[config.mk]
export PLATFORM = sky130hd
export DESIGN_NAME = game_flow_ctrl
export DESIGN_NICKNAME = d
export VERILOG_FILES = /design/src/rtl/game_flow_ctrl.sv
export SDC_FILE = /design/constraint.sdc
export NUM_CORES = 1
export LEC_CHECK = 0
export ABC_AREA = 1
export BUFFER_PORTS_ARGS = -buffer_cell sky130_fd_sc_hd__buf_2
export CORE_ASPECT_RATIO = 1.75
export CORE_MARGIN = 1.5
export CORE_UTILIZATION = 58
export CTS_CLUSTER_DIAMETER = 120
export DETAILED_ROUTE_END_ITERATION = 7
export GPL_ROUTABILITY_DRIVEN = 0
export MAX_ROUTING_LAYER = met4
export PLACE_DENSITY = 0.92
export SLEW_MARGIN = 5
export SYNTH_ARGS = -nofsm -noshare
export SYNTH_HDL_FRONTEND = slang
export SYNTH_SLANG_ARGS = --single-unit
[constraint.sdc]
create_clock -name clk -period 4.8 [get_ports clk]
set_clock_uncertainty 0.15 [all_clocks]
set_input_delay 0.48 -clock clk [delete_from_list [all_inputs] [get_ports clk]]
set_output_delay 0.48 -clock clk [all_outputs]
set_load 0.005 [all_outputs]
[src/rtl/game_flow_ctrl.sv]
// rtl/game_flow_ctrl.sv - MENU/COUNTDOWN/GAME/END_SCREEN game sequencer timed in video frames.
// Optional in-game pause is built when GAME_FLOW_PAUSE_EN is defined.
module game_flow_ctrl #(
    parameter int START_DELAY_FRAMES = 180,
    parameter int END_HOLD_FRAMES    = 120,
    parameter int FRAMES_W           = 8
) (
    input  logic                clk,
    input  logic                rst,
    input  logic                buttondown,
    input  logic                vblnk,
    input  logic [3:0]          current_health,
    input  logic [6:0]          boss_hp,
    output logic [1:0]          game_state,
    output logic                game_active,
    output logic                show_menu_end,
    output logic                round_rst,
    output logic                player_won,
    output logic [FRAMES_W-1:0] frames_left,
    output logic                paused
);
    typedef enum logic [1:0] {
        S_MENU      = 2'd0,
        S_GAME      = 2'd1,
        S_END       = 2'd2,
        S_COUNTDOWN = 2'd3
    } state_t;

    localparam logic [FRAMES_W-1:0] START_LOAD = FRAMES_W'(START_DELAY_FRAMES);
    localparam logic [FRAMES_W-1:0] END_LOAD   = FRAMES_W'(END_HOLD_FRAMES);
    localparam logic [FRAMES_W-1:0] CNT_ONE    = FRAMES_W'(1);
    localparam logic [FRAMES_W-1:0] CNT_ZERO   = '0;

    logic                r_sync1;
    logic                r_sync2;
    logic                r_btn_prev;
    logic                r_btn_rise;
    logic                r_vblnk_d;
    state_t              r_state;
    state_t              w_state_nxt;
    logic [FRAMES_W-1:0] r_cnt;
    logic [FRAMES_W-1:0] w_cnt_nxt;
    logic [FRAMES_W-1:0] w_cnt_dec;
    logic [FRAMES_W-1:0] r_frames_left;
    logic                r_won;
    logic                w_won_nxt;
    logic                r_round_rst;
    logic                w_round_rst_nxt;
    logic                r_game_active;
    logic                w_active_nxt;
    logic                r_show_menu_end;
    logic                w_frame_tick;
    logic                w_round_over;
`ifdef GAME_FLOW_PAUSE_EN
    logic                r_paused;
    logic                w_paused_nxt;
`endif

    assign w_frame_tick = vblnk & ~r_vblnk_d;
    assign w_round_over = (current_health == 4'd0) || (boss_hp == 7'd0);
    // Saturating frame decrement; END_SCREEN judges the button on the pre-tick count.
    assign w_cnt_dec    = (w_frame_tick && (r_cnt != CNT_ZERO)) ? (r_cnt - CNT_ONE) : r_cnt;

    always_comb begin
        w_state_nxt     = r_state;
        w_cnt_nxt       = r_cnt;
        w_won_nxt       = r_won;
        w_round_rst_nxt = 1'b0;
`ifdef GAME_FLOW_PAUSE_EN
        w_paused_nxt    = r_paused;
`endif
        case (r_state)
            S_MENU: begin
                if (r_btn_rise) begin
                    w_state_nxt     = S_COUNTDOWN;
                    w_cnt_nxt       = START_LOAD;
                    w_round_rst_nxt = 1'b1;
                    w_won_nxt       = 1'b0;
                end
            end
            S_COUNTDOWN: begin
                if (w_frame_tick) begin
                    if (r_cnt <= CNT_ONE) begin
                        w_state_nxt = S_GAME;
                        w_cnt_nxt   = CNT_ZERO;
                    end else begin
                        w_cnt_nxt   = w_cnt_dec;
                    end
                end
            end
            S_GAME: begin
`ifdef GAME_FLOW_PAUSE_EN
                if (r_paused) begin
                    if (r_btn_rise) begin
                        w_paused_nxt = 1'b0;
                    end
                end else if (w_round_over) begin
                    w_state_nxt  = S_END;
                    w_cnt_nxt    = END_LOAD;
                    w_won_nxt    = (boss_hp == 7'd0) && (current_health != 4'd0);
                    w_paused_nxt = 1'b0;
                end else if (r_btn_rise) begin
                    w_paused_nxt = 1'b1;
                end
`else
                if (w_round_over) begin
                    w_state_nxt = S_END;
                    w_cnt_nxt   = END_LOAD;
                    w_won_nxt   = (boss_hp == 7'd0) && (current_health != 4'd0);
                end
`endif
            end
            S_END: begin
                w_cnt_nxt = w_cnt_dec;
                if (r_btn_rise && (r_cnt == CNT_ZERO)) begin
                    w_state_nxt = S_MENU;
                end
            end
            default: begin
                w_state_nxt = S_MENU;
                w_cnt_nxt   = CNT_ZERO;
            end
        endcase
`ifdef GAME_FLOW_PAUSE_EN
        w_active_nxt = (w_state_nxt == S_GAME) && !w_paused_nxt;
`else
        w_active_nxt = (w_state_nxt == S_GAME);
`endif
    end

    always_ff @(posedge clk) begin
        if (rst) begin
            r_sync1         <= 1'b0;
            r_sync2         <= 1'b0;
            r_btn_prev      <= 1'b0;
            r_btn_rise      <= 1'b0;
            r_vblnk_d       <= 1'b0;
            r_state         <= S_MENU;
            r_cnt           <= CNT_ZERO;
            r_won           <= 1'b0;
            r_round_rst     <= 1'b0;
            r_game_active   <= 1'b0;
            r_show_menu_end <= 1'b1;
            r_frames_left   <= CNT_ZERO;
`ifdef GAME_FLOW_PAUSE_EN
            r_paused        <= 1'b0;
`endif
        end else begin
            r_sync1         <= buttondown;
            r_sync2         <= r_sync1;
            r_btn_prev      <= r_sync2;
            // Edge flag is registered so the FSM acts three cycles after the pin.
            r_btn_rise      <= r_sync2 & ~r_btn_prev;
            r_vblnk_d       <= vblnk;
            r_state         <= w_state_nxt;
            r_cnt           <= w_cnt_nxt;
            r_won           <= w_won_nxt;
            r_round_rst     <= w_round_rst_nxt;
            r_game_active   <= w_active_nxt;
            r_show_menu_end <= (w_state_nxt == S_MENU) || (w_state_nxt == S_END);
            r_frames_left   <= ((w_state_nxt == S_COUNTDOWN) || (w_state_nxt == S_END)) ?
                               w_cnt_nxt : CNT_ZERO;
`ifdef GAME_FLOW_PAUSE_EN
            r_paused        <= w_paused_nxt;
`endif
        end
    end

    assign game_state    = r_state;
    assign game_active   = r_game_active;
    assign show_menu_end = r_show_menu_end;
    assign round_rst     = r_round_rst;
    assign player_won    = r_won;
    assign frames_left   = r_frames_left;
`ifdef GAME_FLOW_PAUSE_EN
    assign paused        = r_paused;
`else
    assign paused        = 1'b0;
`endif
endmodule

# Yosys cells after proc, flatten, opt, wreduce, memory -nomap -nowiden
# Index checks and enable logic that the tools add are counted.
# op_classes
add_sub_neg,1
order_cmp,1
n_eq_ne,8
mux,16
bitwise_logic,6
n_reduce_logical,17
# ops
op,count
$mux W8,5
$pmux W8 S4,1
$mux W2,5
$eq A2 B2 Y1 const B,4
$le A8 B1 Y1 const B,1
$logic_not A8 Y1,1
$pmux W2 S4,1
$reduce_bool A8 Y1,1
$sub A8 B1 Y8 const B,1
$logic_not A7 Y1,1
$eq A2 B1 Y1 const B,2
$logic_not A2 Y1,2
$logic_not A4 Y1,1
$ne A2 B2 Y1 const B,2
$not A1 Y1,4
$reduce_bool A4 Y1,1
$reduce_or A2 Y1,2
$logic_and A1 B1 Y1,3
$logic_or A1 B1 Y1,3
$mux W1,3
$reduce_and A3 Y1,1
$and A1 B1 Y1,2
$pmux W1 S2,1
$reduce_bool A2 Y1,1
# word_totals
ff_bits,27
output_inout_bits,15

# Depth between registers and ports, before layout
# Gate-level depths: netlist of the first run.
# logic_depth
word_depth,8
depth_mapped,13
ltp_nobuf,13

# Worst setup path after synthesis of the first run
# No wires, ideal clock.
# synth_timing
path_type,register to register
from,reg r_cnt[0]
to,reg r_cnt[2]
t_arrival_ps,1508
t_required_ps,4579
slack_ps,3071
stages_incl_launch_ff,11
cell_sequence,dfxtp_1 inv_1 ha_1 or2_1 nand3_4 nand3_1 nand2_1 nand2_1 nand2_1 nand2_1 a21oi_1
# synth_between
elab_chain_cells,6
# synth_rtl
item,line,text
from (decl),41,logic [FRAMES_W-1:0] r_cnt;
from (signal assigned),156,r_cnt <= w_cnt_nxt;
"parallel branches: the longest is 5 deep, another holds $sub A8 B1 Y8",--,
$pmux W8 S4 (*),72,case (r_state)
# Mark *: on every way between the ends.
# A chain may end at the register's enable or synchronous reset.

# Worst setup path after layout of the first run
# layout_timing
from,reg r_cnt[1]
to,"reg r_frames_left[6], in the netlist frames_left[6]"
# layout_between
elab_chain_cells,8
# layout_rtl
item,line,text
$le A8 B1 Y1 / $logic_not A8 Y1 (equally long branches),"83, 115",
$mux W2 / $logic_and A1 B1 Y1 (equally long branches),"83, 115",
$mux W2 (on tied branches),"82, 115",
$pmux W2 S4,72,
$eq A2 B2 Y1,161,r_frames_left <= ((w_state_nxt == S_COUNTDOWN) || (w_state_nxt == S_END)) ?
$logic_or A1 B1 Y1,161,
$not A1 Y1 (no line),--,
$reduce_or A2 Y1 (no line),--,
to (signal assigned),161,
to (decl),44,logic [FRAMES_W-1:0] r_frames_left;
# Several ways; a longest one is shown, not always the timed one.

==> metrics.md, run 1 <==
| Metric | Value |
|---|---|
| Status | `finished clean` |
| Mean post-synth cell area | `6.34 sq um` |
| Launch point of the worst reg-to-reg path | `r_cnt[1]$_SDFF_PP0_` |
| Post-synth ARST share | `0%` |
| Critical Path Start Type | `register` |
| Post-synth EDFFs | `0` |
| Primary FF master, synth | `dfxtp_1` |
| Clock tree sinks | `27` |
| Pwr dens | `449 nW/um^2` |
| Routing usage on met1 | `28.1%` |
| Seq cells post-synth | `27` |
| Final hold violation count | `0` |
| Max Cap Violations | `0` |
| Synthesis warning total | `0` |
| DP HPWL | `2.97 mm` |
| Synth top area share | `35.2%` |
| Core footprint | `2490 sq um` |
| Peak VDD IR | `0.000301 V` |
| Boundary pin count | `30` |
| Multi-input logic area | `815 sq um` |
| GRT Util Overall | `28.9%` |
| Antenna Violating Nets Remaining | `0` |
| Initial antenna violation count | `0` |
| Most frequent cells in the layout | `nand2_1 (75), inv_1 (39), nor2_1 (33)` |
| Drt first pass iters | `4` |
| Critical Setup Path Class | `reg2reg` |
| Via density per instance | `5.39` |
| GRT busiest layer | `met2` |
| Commonest non-fill, non-tap cell in the layout | `nand2_1` |
| Min-delay worst type | `reg2reg` |
| Area leader, netlist | `dfxtp_1` |
| Initial Util | `61.6%` |
| Final core occ | `69.9%` |
| NumNets Final | `291` |
| Gr ovfl total | `0` |
| Critical Path RT | `4830 ps` |
| CTS root buf | `clkbuf_8` |
| Storage cell area | `541 sq um` |
| Cell variety after synth | `24` |
| Total Neg Setup Slack | `0 ps` |
| RSZ-0062 raised after global routing | `no` |
| Insertion delay to the later sink of the worst-skew pair | `270 ps` |
| Pin count of the biggest net entering global routing | `15` |
| Setup-failing EPs final | `0` |
| Iter 0 DRT Violations | `68` |
| Dpl cells | `294` |
| Clk slew on worst S/H paths | `80 ps` |
| Post-Syn Nets | `260` |
| Hold_buf cts | `0` |
| Arrival time at the worst endpoint | `2010 ps` |
| Deepest clock path buffer count | `2` |
| Via total after detailed routing | `1605` |
| DR DRC count | `0` |
| DIE AREA | `2980 sq um` |
| Syn Std Cell Area | `1540 sq um` |
| First-pass GRT wire length | `6.64 mm` |
| RR Endpoint | `frames_left[6]$_SDFF_PP0_` |
| Grt met3 use | `2.30%` |
| Area grow syn2layout | `13.4%` |
| Total Wirelength | `3.87 mm` |
| H-Tree Depth | `1` |
| Routed len/inst | `13.0 um` |
| Min-Delay Endpoint | `r_btn_rise$_SDFF_PP0_` |
| Cells after Synth | `242` |
| Sequential area share after synthesis | `35.2%` |
| Final Max Slew Viols | `0` |
| Chip height | `71.1 um` |
| Max FO, Critical Path | `7` |
| Fmax achieved | `503 MHz` |
| Diodes inserted | `0` |
| Final hold slack | `243 ps` |
| Port buffer count | `28` |
| GR Layer Usage met2 | `54.7%` |
| CTS tree | `built` |
| Fillcell total | `215` |
| Die W | `41.9 um` |
| CTS Buf Count | `3` |
| Post_cts resized | `0` |
| Layout Cells excl Fill | `298` |
| Tcrit/Tclk final | `41.4%` |
| Layout cells sized above 1 | `19.1%` |
| Leading post-synthesis cells by cell area | `dfxtp_1 (35%), nand2_1 (18%), inv_1 (9.5%), nor2_1 (8.1%), nand3_1 (7.2%)` |
| Worst Setup End Kind | `register` |
| Post-CTS Setup Inserts | `0` |
| R2r setup slk | `2810 ps` |
| LEAKAGE | `0.000993 uW` |
| Hold Crit Start | `r_btn_prev$_SDFF_PP0_` |
| R2R cell count | `10` |
| Number of global-route vias before repair | `1597` |
| Post-layout min period | `1990 ps` |
| Row cnt | `24` |
| Final Power | `781 uW` |
| Hold path depth | `1` |
-- worst max-delay path by stage --
| stage | startpoint | end | slack, ps | cells after the start |
|---|---|---|---|---|
| 6_report | r_cnt[1]$_SDFF_PP0_ | frames_left[6]$_SDFF_PP0_ | 2810 | 10 |
| 5_1_grt | r_cnt[1]$_SDFF_PP0_ | frames_left[6]$_SDFF_PP0_ | 2660 | 10 |
| 4_1_cts | r_cnt[1]$_SDFF_PP0_ | frames_left[6]$_SDFF_PP0_ | 2820 | 10 |
| 3_5_place_dp | boss_hp[5] | frames_left[1]$_SDFF_PP0_ | 2820 | 12 |
| 3_3_place_gp | boss_hp[5] | frames_left[6]$_SDFF_PP0_ | 2870 | 12 |
| 2_1_floorplan | r_cnt[0]$_SDFF_PP0_ | r_cnt[2]$_SDFF_PP0_ | 3070 | 10 |
-- report_power, final --
part / internal (uW) / switching (uW) / leakage (uW)
clock network: 59.4 / 63.8 / 0.0000228
registers: 250 / 27.9 / 0.000220
logic: 122 / 258 / 0.000751
total: 432 / 350 / 0.000993
-- cells in the mapped netlist (2+ instances only) --
cell type  instances
nand4_1            6
nor2_1            33
nand2_1           75
inv_2              6
o21ai_0            7
nand2_2            4
inv_1             39
nor2_4             4
nor2_2             3
nand3_1           22
ha_1               3
dfxtp_1           27
a21oi_1            2
-- routing by layer --
layer	part of all wire (%)	wire, um
met1	36	1380
met2	56	2150
met3	4.4	170
met4	4.3	167
met5	0	0
-- state kept, by name, indices dropped and copies added (netlist names) --
name,count
frames_left,8
r_cnt,8
game_state,2
game_active,1
player_won,1
r_btn_prev,1
r_btn_rise,1
r_sync1,1
r_sync2,1
r_vblnk_d,1
round_rst,1
show_menu_end,1
-- through the flow --
step / cell area, sq um / setup slack, ps
floorplan: 1540 / 3070
global placement: 1700 / 2870
detailed placement: 1700 / 2820
CTS: 1740 / 2820
global route: 1740 / 2660
finish: 1740 / 2810
-- logic make-up (layout without fill, tap and decap cells) --
group	Yosys count	after routing	share of synthesized area (%)
AND/OR/NAND/NOR	152	152	45.2
XOR/XNOR	1	1	0.571
AO/OA/AOI/OAI	11	11	4.56
buffers and inverters	47	77	11.7
flip-flops	27	27	35.2
other	1	1	0.244
adder cells (fa/ha/maj)	3	3	2.45
-- final cells by class --
cell class / count / share of cell area [%]
well taps: 26 / 1.87
flip-flops and latches: 27 / 31.0
inverters: 45 / 9.70
clock buffers: 4 / 2.59
repair buffers: 28 / 8.05
multi-input cells: 168 / 46.8
-- worst max-delay path, stage by stage (launching register included) --
cell and delay (ps):
dfxtp_1 340, inv_1 140, ha_1 330, or2_1 190, nand3_4 110, o21bai_4 170, nand4_2 140, nand2_2 130
inv_2 70, nand2_1 80, inv_1 40
Power figures use the tool's default switching activity.
==> inputs of run 2 (changes only) <==
ABC_AREA = 0   (was 1)
CORE_UTILIZATION = 53   (was 58)
PLACE_DENSITY = 0.87   (was 0.92)
clock period = 2.05 ns   (was 4.8 ns; I/O delays follow)
==> run 2 against run 1 <==
- total power increased by 53%
- count of clock-buffer cells in the layout decreased by 1
- utilization increased by 1.2 points
- combinational power decreased by 17%
- flip-flop and latch count unchanged
- wire length increased by 6.2%
- synthesized area decreased by 7.9%
- hold slack got worse by 190 ps
- design area increased by 2.9%
- sequential share of layout area decreased by 0.73 points
- critical path type unchanged
- largest cell class unchanged
- highest routed layer unchanged
==> metrics.md, run 2 <==
| Metric | Value |
|---|---|
| Status | `finished clean` |
| CTS root buf | `clkbuf_8` |
| Total Wirelength | `4.11 mm` |
| Sw frac | `31.3%` |
| Count leader, synth | `dfxtp_1` |
| Routed len/inst | `17.7 um` |
| Worst Setup End Kind | `register` |
| Commonest non-fill, non-tap cell in the layout | `buf_2` |
| Final core occ | `71.0%` |
| H-Tree Depth | `1` |
| Initial antenna violation count | `0` |
| Tcrit/Tclk final | `98.1%` |
| Core footprint | `2520 sq um` |
| LEAKAGE | `0.000746 uW` |
| Arrival time at the worst endpoint | `2070 ps` |
| DIE AREA | `3000 sq um` |
| Critical Setup Path Class | `reg2reg` |
| Post-synth ARST share | `0%` |
| DR DRC count | `0` |
| Chip height | `71.3 um` |
| Boundary pin count | `30` |
| Storage cell area | `543 sq um` |
| Clk pwr share | `25.9%` |
| Setup-failing EPs final | `0` |
| Cells after Synth | `164` |
| Final Max Slew Viols | `0` |
| Max Used Layer | `met4` |
| Pin count of the biggest net entering global routing | `16` |
| Min-delay worst type | `in2reg` |
| Synthesis warning total | `0` |
| Final hold violation count | `0` |
| Post-synth EDFFs | `0` |
| Primary FF master, synth | `dfxtp_1` |
| DP HPWL | `2.91 mm` |
| Max FO, Critical Path | `4` |
| P_int | `824 uW` |
| Area leader, netlist | `dfxtp_1` |
| Top cells by instance count after synthesis | `dfxtp_1 (27), nor2_1 (14), a21oi_1 (13)` |
| Number of global-route vias before repair | `1455` |
| Routed met1 length | `1.46 mm` |
| Fmax achieved | `497 MHz` |
| Die W | `42.0 um` |
| Post-layout min period | `2010 ps` |
| Multi-input logic area | `862 sq um` |
| Combinational group share of total power | `26.3%` |
| Gr ovfl total | `0` |
| CTS tree | `built` |
| Initial Util | `56.1%` |
| Switching Power | `375 uW` |
| Clk slew on worst S/H paths | `90 ps` |
| Post-Syn Nets | `182` |
| Critical Path Start Type | `register` |
| Leading post-synthesis cells by cell area | `dfxtp_1 (38%), a21oi_1 (4.6%), nor2_1 (3.7%), nor3_1 (3.2%), ha_1 (2.7%)` |
| Deepest clock path buffer count | `2` |
| Drt first pass iters | `4` |
| Clock tree sinks | `27` |
| Layout Cells excl Fill | `232` |
| Synth top area share | `38.2%` |
| Via total after detailed routing | `1495` |
| Port buffer count | `28` |
| Antenna Violating Nets Remaining | `0` |
| Pwr dens | `669 nW/um^2` |
| Critical Path RT | `2110 ps` |
| GRT Util Overall | `28.2%` |
| Sequential area share after synthesis | `38.2%` |
| Insertion delay to the later sink of the worst-skew pair | `280 ps` |
| Dpl cells | `223` |
| First-pass GRT wire length | `6.33 mm` |
| Wire length on met3 | `283 um` |
| Most frequent cells in the layout | `buf_2 (28), dfxtp_1 (25), buf_4 (16)` |
| Diodes inserted | `0` |
| Max Cap Violations | `0` |
| Seq pwr share | `47.8%` |
| RSZ-0062 raised after global routing | `yes` |
| Layout cells sized above 1 | `34.0%` |
| Area grow syn2layout | `26.7%` |
| Syn Std Cell Area | `1410 sq um` |
| Peak VDD IR | `0.000655 V` |
| Via density per instance | `6.44` |
| Fillcell total | `199` |
| Cell variety after synth | `53` |
| Row cnt | `24` |
| Final Power | `1200 uW` |
| Mean post-synth cell area | `8.62 sq um` |
| NumNets Final | `225` |
| CTS Buf Count | `3` |
| Met2 wire len | `2.14 mm` |
| Iter 0 DRT Violations | `80` |
| Seq cells post-synth | `27` |
-- run 2: cell types whose count changed in the layout (fill, tap and decap cells not counted), sizes merged, moves of 6 or more --
cell / delta
nand4: -7
inv: -38
nor2b: +6
buf: +16
nand2: -72
a21oi: +11
nor3: +9
nand3: -20
nor2: -26
-- run 2: final timing paths --
path	slack, ps	to	start	cells past startpoint
hold / removal	60	r_vblnk_d$_SDFF_PP0_	vblnk	2
setup / recovery	40	r_cnt[1]$_SDFF_PP0_	r_cnt[1]$_SDFF_PP0_	8
setup reg to reg	40	r_cnt[1]$_SDFF_PP0_	r_cnt[1]$_SDFF_PP0_	8
hold reg to reg	240	r_btn_rise$_SDFF_PP0_	r_btn_prev$_SDFF_PP0_	1
-- run 2: cells by family after synthesis --
group,count (synthesis),synth area share [%]
buffers and inverters,17,5.49
adder cells (fa/ha/maj),3,2.66
flip-flops,27,38.2
other,1,0.265
AND/OR/NAND/NOR,66,26.9
AO/OA/AOI/OAI,50,26.5
-- run 2: final cells by class --
cell class / count / share of cell area (%)
inverter: 9 / 2.09
sequential: 27 / 30.3
tap: 26 / 1.82
clock buffer: 3 / 2.30
multi-input combinational: 121 / 48.1
clock inverter: 1 / 0.279
timing repair buffer: 45 / 15.1
-- run 2: power groups by stage --
stage / Clock, uW / Combinational [uW] / Sequential, uW
floorplan: 0 / 183 / 575
global placement: 0 / 256 / 581
detailed placement: 0 / 265 / 582
CTS: 315 / 275 / 570
global route: 323 / 339 / 576
finish: 310 / 315 / 573
-- run 2: metrics by stage --
step	setup slack [ps]	area [sq um]	setup TNS, ps	hold WS (ps)
after floorplan	193	1410	0	127
after global placement	73.7	1640	0	224
after detailed placement	-11.3	1640	-19.1	226
after CTS	5.52	1710	0	51.0
after global routing	-29.9	1790	-72.7	78.9
final	39.9	1790	0	55.6
-- run 2: repair_timing --
| action | CTS | global route |
|---|---|---|
| hold buffers | 1 | 0 |
| resized for setup | 2 | 14 |
| buffers inserted | 0 | 3 |
| pin swaps | 2 | 5 |
| endpoints found under the setup margin | 6 | 15 |
| cloned | 0 | 1 |
| hold endpoints to repair | 1 | 0 |
-- run 2: critical path: stages, from the launching register on --
cell	delay [ps]
dfxtp_2	340
inv_1	110
ha_2	210
buf_4	150
clkinvlp_4	130
buf_4	160
o41ai_2	360
o21ai_0	170
a21oi_1	160
-- run 2: per-layer routing --
layer,vias up,track usage (%)
li1,689,-
met1,689,27.6
met3,26,4.03
met5,-,-
met2,91,49.7
met4,0,20.1
